--- src/rtl/calc_operand_stack.sv ---
// Calculator operand store: hex digit-entry register plus a DEPTH-deep operand stack.
// Optional recall key (rcl) is compiled in when CALC_RECALL_EN is defined.
module calc_operand_stack #(
  parameter  int NDIG  = 4,
  parameter  int DEPTH = 4,
  localparam int W     = 4*NDIG+1,
  localparam int CW    = $clog2(DEPTH+1)
) (
  input  logic          clock,
  input  logic          reset,
  input  logic          newhex,
  input  logic [3:0]    hexcode,
  input  logic          newop,
  input  logic          eq,
  input  logic          bs,
  input  logic          ce,
  input  logic          neg,
`ifdef CALC_RECALL_EN
  input  logic          rcl,
`endif
  input  logic [W-1:0]  answer,
  output logic [W-1:0]  entry,
  output logic [W-1:0]  top,
  output logic [CW-1:0] depth,
  output logic          full,
  output logic          empty,
  output logic          ovf,
  output logic          err
);

  localparam int DW = $clog2(NDIG+1);

  logic [W-1:0]  entry_q, entry_d;
  logic [W-1:0]  top_q, top_d;
  logic [W-1:0]  stack_q [DEPTH];
  logic [W-1:0]  stack_d [DEPTH];
  logic [CW-1:0] depth_q, depth_d;
  logic [DW-1:0] dcnt_q, dcnt_d;
  logic          flow_q, flow_d;
  logic          ovf_q, ovf_d;
  logic          err_q, err_d;

  logic [W-2:0]  mag, mag_bs, ans_mag;
  logic          sgn;

  // Position of the highest non-zero nibble = number of significant digits.
  function automatic logic [DW-1:0] sig_digits(input logic [W-2:0] m);
    logic [DW-1:0] n;
    n = '0;
    for (int i = 0; i < NDIG; i++) begin
      if (m[4*i +: 4] != 4'h0) n = DW'(i + 1);
    end
    return n;
  endfunction

  always_comb begin
    entry_d = entry_q;
    depth_d = depth_q;
    dcnt_d  = dcnt_q;
    flow_d  = flow_q;
    ovf_d   = ovf_q;
    err_d   = 1'b0;
    for (int i = 0; i < DEPTH; i++) stack_d[i] = stack_q[i];

    mag     = entry_q[W-2:0];
    sgn     = entry_q[W-1];
    mag_bs  = mag >> 4;
    ans_mag = answer[W-2:0];

    if (ce) begin
      entry_d = '0;
      dcnt_d  = '0;
      ovf_d   = 1'b0;
      flow_d  = 1'b0;
    end else if (eq) begin
      entry_d = {(ans_mag != '0) & answer[W-1], ans_mag};
      dcnt_d  = sig_digits(ans_mag);
      flow_d  = 1'b1;
      ovf_d   = 1'b0;
      if (depth_q != '0) depth_d = depth_q - 1'b1;
      else               err_d   = 1'b1;
    end else if (newop) begin
      if (depth_q == CW'(DEPTH)) begin
        err_d = 1'b1;
      end else begin
        for (int i = 0; i < DEPTH; i++) begin
          if (i == int'(depth_q)) stack_d[i] = entry_q;
        end
        depth_d = depth_q + 1'b1;
        flow_d  = 1'b1;
        ovf_d   = 1'b0;
      end
`ifdef CALC_RECALL_EN
    end else if (rcl) begin
      if (depth_q != '0) begin
        entry_d = top_q;
        dcnt_d  = sig_digits(top_q[W-2:0]);
        flow_d  = 1'b1;
        ovf_d   = 1'b0;
      end else begin
        err_d = 1'b1;
      end
`endif
    end else if (bs) begin
      entry_d = {(mag_bs != '0) & sgn, mag_bs};
      dcnt_d  = (dcnt_q == '0) ? '0 : dcnt_q - 1'b1;
      ovf_d   = 1'b0;
    end else if (neg) begin
      if (mag != '0) entry_d = {~sgn, mag};
    end else if (newhex) begin
      if (flow_q) begin
        entry_d = {1'b0, (W-1)'(hexcode)};
        dcnt_d  = DW'(hexcode != 4'h0);
        ovf_d   = 1'b0;
        flow_d  = 1'b0;
      end else if (dcnt_q == DW'(NDIG)) begin
        ovf_d = 1'b1;
      end else begin
        entry_d = {sgn, mag[W-6:0], hexcode};
        if (!(mag == '0 && hexcode == 4'h0)) dcnt_d = dcnt_q + 1'b1;
      end
    end

    // Top is re-derived from the next-state stack so it tracks depth in the same cycle.
    top_d = '0;
    for (int i = 0; i < DEPTH; i++) begin
      if (int'(depth_d) == i + 1) top_d = stack_d[i];
    end
  end

  always_ff @(posedge clock) begin
    if (reset) begin
      entry_q <= '0;
      top_q   <= '0;
      depth_q <= '0;
      dcnt_q  <= '0;
      flow_q  <= 1'b0;
      ovf_q   <= 1'b0;
      err_q   <= 1'b0;
      for (int i = 0; i < DEPTH; i++) stack_q[i] <= '0;
    end else begin
      entry_q <= entry_d;
      top_q   <= top_d;
      depth_q <= depth_d;
      dcnt_q  <= dcnt_d;
      flow_q  <= flow_d;
      ovf_q   <= ovf_d;
      err_q   <= err_d;
      for (int i = 0; i < DEPTH; i++) stack_q[i] <= stack_d[i];
    end
  end

  assign entry = entry_q;
  assign top   = top_q;
  assign depth = depth_q;
  assign full  = (depth_q == CW'(DEPTH));
  assign empty = (depth_q == '0);
  assign ovf   = ovf_q;
  assign err   = err_q;

endmodule

--- config.mk ---
export PLATFORM = sky130hd
export DESIGN_NAME = calc_operand_stack
export DESIGN_NICKNAME = d
export VERILOG_FILES = /design/src/rtl/calc_operand_stack.sv
export SDC_FILE = /design/constraint.sdc
export NUM_CORES = 1
export LEC_CHECK = 0
export BUFFER_PORTS_ARGS = -buffer_cell sky130_fd_sc_hd__buf_4
export CAP_MARGIN = 20
export CORE_MARGIN = 3
export CORE_UTILIZATION = 41
export CTS_CLUSTER_DIAMETER = 150
export DETAILED_ROUTE_END_ITERATION = 12
export PLACE_DENSITY = 0.65
export SYNTH_ARGS = -nofsm -noshare
export SYNTH_HDL_FRONTEND = slang
export SYNTH_SLANG_ARGS = --single-unit
--- constraint.sdc ---
create_clock -name clock -period 2.8 [get_ports clock]
set_input_delay 0.42 -clock clock [delete_from_list [all_inputs] [get_ports clock]]
set_output_delay 0.42 -clock clock [all_outputs]
set_load 0.03 [all_outputs]
==> out/metrics.csv <==
stage,metric,value,unit
hold_path,hold endpoint,entry[12],
logic_synthesis,post-synth net total,614,
setup_path,critical-path cell list,inv_1 > ha_1 > a21boi_2 > o211ai_2 > xnor2_2 > mux2_2 > o2111a_1 > o32a_1,
routing,"wirelength, routed",13300,um
clock_tree,Root Buffer,sky130_fd_sc_hd__clkbuf_16,
logic_synthesis,most used flip-flop cell after synthesis,sky130_fd_sc_hd__dfxtp_1,
sta,final worst clock skew,0.00940,ns
sta,max_slew headroom,49.0,%
global_routing,via count of the first global-routing pass,4159,
die,Die Footprint,0.0137,mm2
hold_path,hold wc startpoint,answer[12],
outcome,result of the run,finished clean,
setup_path,slowest cell delay on critical path,0.45,ns
die,num rows,39,
routing,post-DR wirelength/cell,17.4,um
sta,Max Freq,391,MHz
setup_path,path length in cells of the critical path,8,
global_routing,pin count of the biggest net entering global routing,58,
clock_tree,number of sinks on the clock net,111,
logic_synthesis,synth warn,0,
hold_path,type of the worst min-delay path,input pin to flip-flop,
logic_synthesis,Commonest cells post-synth,"sky130_fd_sc_hd__dfxtp_1, sky130_fd_sc_hd__nor2_1, sky130_fd_sc_hd__nand2_1",
finish,layout overhead on the synthesized area,17.7,%
place,number of buffers added on ports,69,
die,area of the placeable core,0.0117,mm2
setup_path,cell family with most CP delay,compound AO/OA/AOI/OAI gates,
logic_synthesis,library cells used by synthesis,52,
setup_path,RR Startpoint,depth[0],
routing,count of antenna-violating nets left after detailed routing,0,
finish,count of nets after finishing,659,
place,HPWL Detailed,9030,um
clock_tree,Clock transition at path regs,0.08,ns
sta,Total Negative Setup Slacks,0,ns
sta,count of final max-slew check failures,0,
sta,final worst path period need,2.56,ns
clock_tree,maximum level of the CTS H-tree,3,
sta,measured slew at the worst slew-check pin,0.764,ns
clock_tree,TritonCTS clock tree,built,
logic_synthesis,most used standard cell by instance count after synthesis,sky130_fd_sc_hd__dfxtp_1,
setup_path,Critical Path End Type,flip-flop,
setup_path,number of buffers and inverters on the critical path,1,
finish,ratio of cells with drive above 1 in the final layout,18.1,%
setup_path,category of the worst setup path launch point,flip-flop,
die,Die Span Y,117,um
power,leak pwr,2.68,nW
power,P per Cell Area,600,mW/mm2
setup_path,type of the worst setup path,flip-flop to flip-flop,
clock_tree,number of buffers inserted during clock tree synthesis,9,
sta,number of hold-slack violations in the final timing report,0,
logic_synthesis,proportion of synthesized chip area in sequential cells,44.1,%
logic_synthesis,register bit total from synthesis,111,
global_routing,Tot GR Track Use,20.0,%
routing,TritonRoute pass-1 iters,7,
die,top-level port count,70,
place,placed instance count,751,
routing,DR vias/cell,5.69,
setup_path,Crit Reg-Reg Endpoint,top[2],
sta,final period utilization,91.3,%
clock_tree,Clock Latency Late Sink,0.36,ns
logic_synthesis,top-area cell type share of the netlist area,44.1,%
power,maximum ir drop on the vdd rail,0.358,mV
clock_tree,setup bufs post-CTS,0,
logic_synthesis,dominant cell type by area after synthesis,sky130_fd_sc_hd__dfxtp_1,
finish,filler instances,1124,
logic_synthesis,share of synthesized registers carrying an async set or reset,0,%
place,worst slack at placement,0.196,ns
finish,"Cell Count, Final, Fillers Out",767,
sta,worst hold margin,0.356,ns
clock_tree,Clock Path Buffers,2,
logic_synthesis,number of instances in the synthesized netlist,574,
hold_path,count of cells along the worst hold path,3,
die,starting utilization of the core area,43.1,%
global_routing,number of antenna violations at the first check in global routing,0,
routing,via count,4365,
die,Die X-Extent,117,um
place,final weighted congestion of routability-driven global placement,0.845,
global_routing,wire length of the first global-routing pass,21200,um
sta,Setup Viol. Count Final,0,
logic_synthesis,cell area after synthesis,0.00504,mm2
setup_path,critical path data required time,3.05,ns
routing,residual DRC count,0,
setup_path,R2R Setup Slk,0.24,ns
logic_synthesis,Syn Area/Cell,8.79,um2
logic_synthesis,number of enable flip-flop cells after synthesis,0,
global_routing,total congestion overflow after global routing,0,
setup_path,critical-path maximum fanout,6,
setup_path,Worst Reg2Reg Path Length in Cells,8,
setup_path,Critical-path top delay cell,sky130_fd_sc_hd__dfxtp_1,
finish,ANT cells,0,
flow_run,total of max-cap violations,0,
routing,DRC marker count from the first detailed-route iteration,429,
logic_synthesis,top post-synthesis cells by area,"sky130_fd_sc_hd__dfxtp_1, sky130_fd_sc_hd__mux2i_1, sky130_fd_sc_hd__nor2_1, sky130_fd_sc_hd__nand2_1, sky130_fd_sc_hd__a21oi_1",
setup_path,data arrival time of the critical path,2.81,ns
sta,min setup slack post-route,0.244,ns
-- stage by stage --
| step | utilization (%) | instance area, um2 | power [mW] |
|---|---|---|---|
| after floorplan | - | 5040 | 2.14 |
| after global placement | 48.2 | 5640 | 2.36 |
| after detailed placement | 48.2 | 5640 | 2.37 |
| after CTS | 50.6 | 5930 | 3.60 |
| after global routing | 50.7 | 5940 | 3.72 |
| final | 50.7 | 5940 | 3.56 |
-- layout by cell type (no fill, tap or decap), drive strengths merged, types with 3 or more instances in the layout --
| master | Yosys | layout |
|---|---|---|
| o32a | 3 | 3 |
| nor2b | 7 | 7 |
| o21ai | 7 | 7 |
| or4 | 3 | 3 |
| a222oi | 8 | 8 |
| dfxtp | 111 | 111 |
| buf | 15 | 83 |
| ha | 11 | 11 |
| nand2b | 4 | 4 |
| or3 | 5 | 5 |
| mux2i | 51 | 51 |
| a21oi | 44 | 44 |
| a211oi | 9 | 9 |
| clkbuf | 34 | 9 |
| a31oi | 5 | 5 |
| clkinv | 0 | 5 |
| inv | 9 | 10 |
| nor4 | 7 | 7 |
| a22o | 15 | 15 |
| nand2 | 66 | 66 |
| nand3 | 23 | 23 |
| o2111a | 3 | 3 |
| nor2 | 82 | 82 |
| nand3b | 4 | 4 |
| o2bb2ai | 16 | 16 |
| a22oi | 5 | 5 |
-- routing by layer --
metal  part of all wire (%)  wire length, um  track usage (%)  vias up
li1                       -                -                -     2123
met1                     44             5920             25.7     2072
met2                     48             6460             33.9      152
met3                    5.3              703             3.55       18
met4                    1.8              241             7.11        0
met5                      0                0                0        -
-- worst reg2reg max path: stages (launching register included) --
cell	delay (ns)
sky130_fd_sc_hd__dfxtp_1	0.45
sky130_fd_sc_hd__inv_1	0.14
sky130_fd_sc_hd__ha_1	0.29
sky130_fd_sc_hd__a21boi_2	0.20
sky130_fd_sc_hd__o211ai_2	0.15
sky130_fd_sc_hd__xnor2_2	0.24
sky130_fd_sc_hd__mux2_2	0.41
sky130_fd_sc_hd__o2111a_1	0.24
sky130_fd_sc_hd__o32a_1	0.33
-- what timing repair did --
item / in CTS / in global routing
hold buffers: 0 / 0
resized for setup: 0 / 2
endpoints found under the setup margin: 0 / 3
-- power by group --
| part | total [mW] | switching [mW] | leakage [nW] | internal [mW] |
|---|---|---|---|---|
| registers | 1.67 | 0.0529 | 0.898 | 1.62 |
| clock network | 1.22 | 0.604 | 0.137 | 0.614 |
| logic | 0.668 | 0.413 | 1.65 | 0.255 |
| total | 3.56 | 1.07 | 2.68 | 2.49 |
-- logic make-up (layout without fill, tap and decap cells) --
group           Yosys count  count (layout)  share of synthesized area, %
mux                      53              53                          10.6
simple gates            211             211                          19.2
compound gates          127             127                          18.2
fa+ha+maj                11              11                          2.73
buf+inv                  58             108                          4.71
xor+xnor                  3               3                         0.521
flops                   111             111                          44.1
-- final cells by class --
class	instances	area, um2	share of cell area, %
clock inverters	7	58.8	0.991
flip-flops and latches	111	2220	37.4
multi-input cells	405	2590	43.7
well taps	143	179	3.01
inverters	9	33.8	0.569
repair buffers	83	623	10.5
clock buffers	9	225	3.79
-- flip-flops by register name, indices dropped and copies added (netlist names) --
name and cells:
dcnt_q 3, depth 3, entry 17, err 1, flow_q 1, ovf 1
stack_q 68, top 17
-- how the worst max path moves through the flow --
| stage | endpoint | slack [ns] | startpoint |
|---|---|---|---|
| global route | top[3] | -0.02 | depth[0] |
| global placement | top[14] | 0.31 | depth[0] |
| detailed placement | top[2] | 0.20 | depth[0] |
| floorplan | top[15] | 0.03 | depth[0] |
| finish | top[2] | 0.24 | depth[0] |
| CTS | top[2] | 0.18 | depth[0] |
No activity file was read; power rests on OpenSTA's default activity.
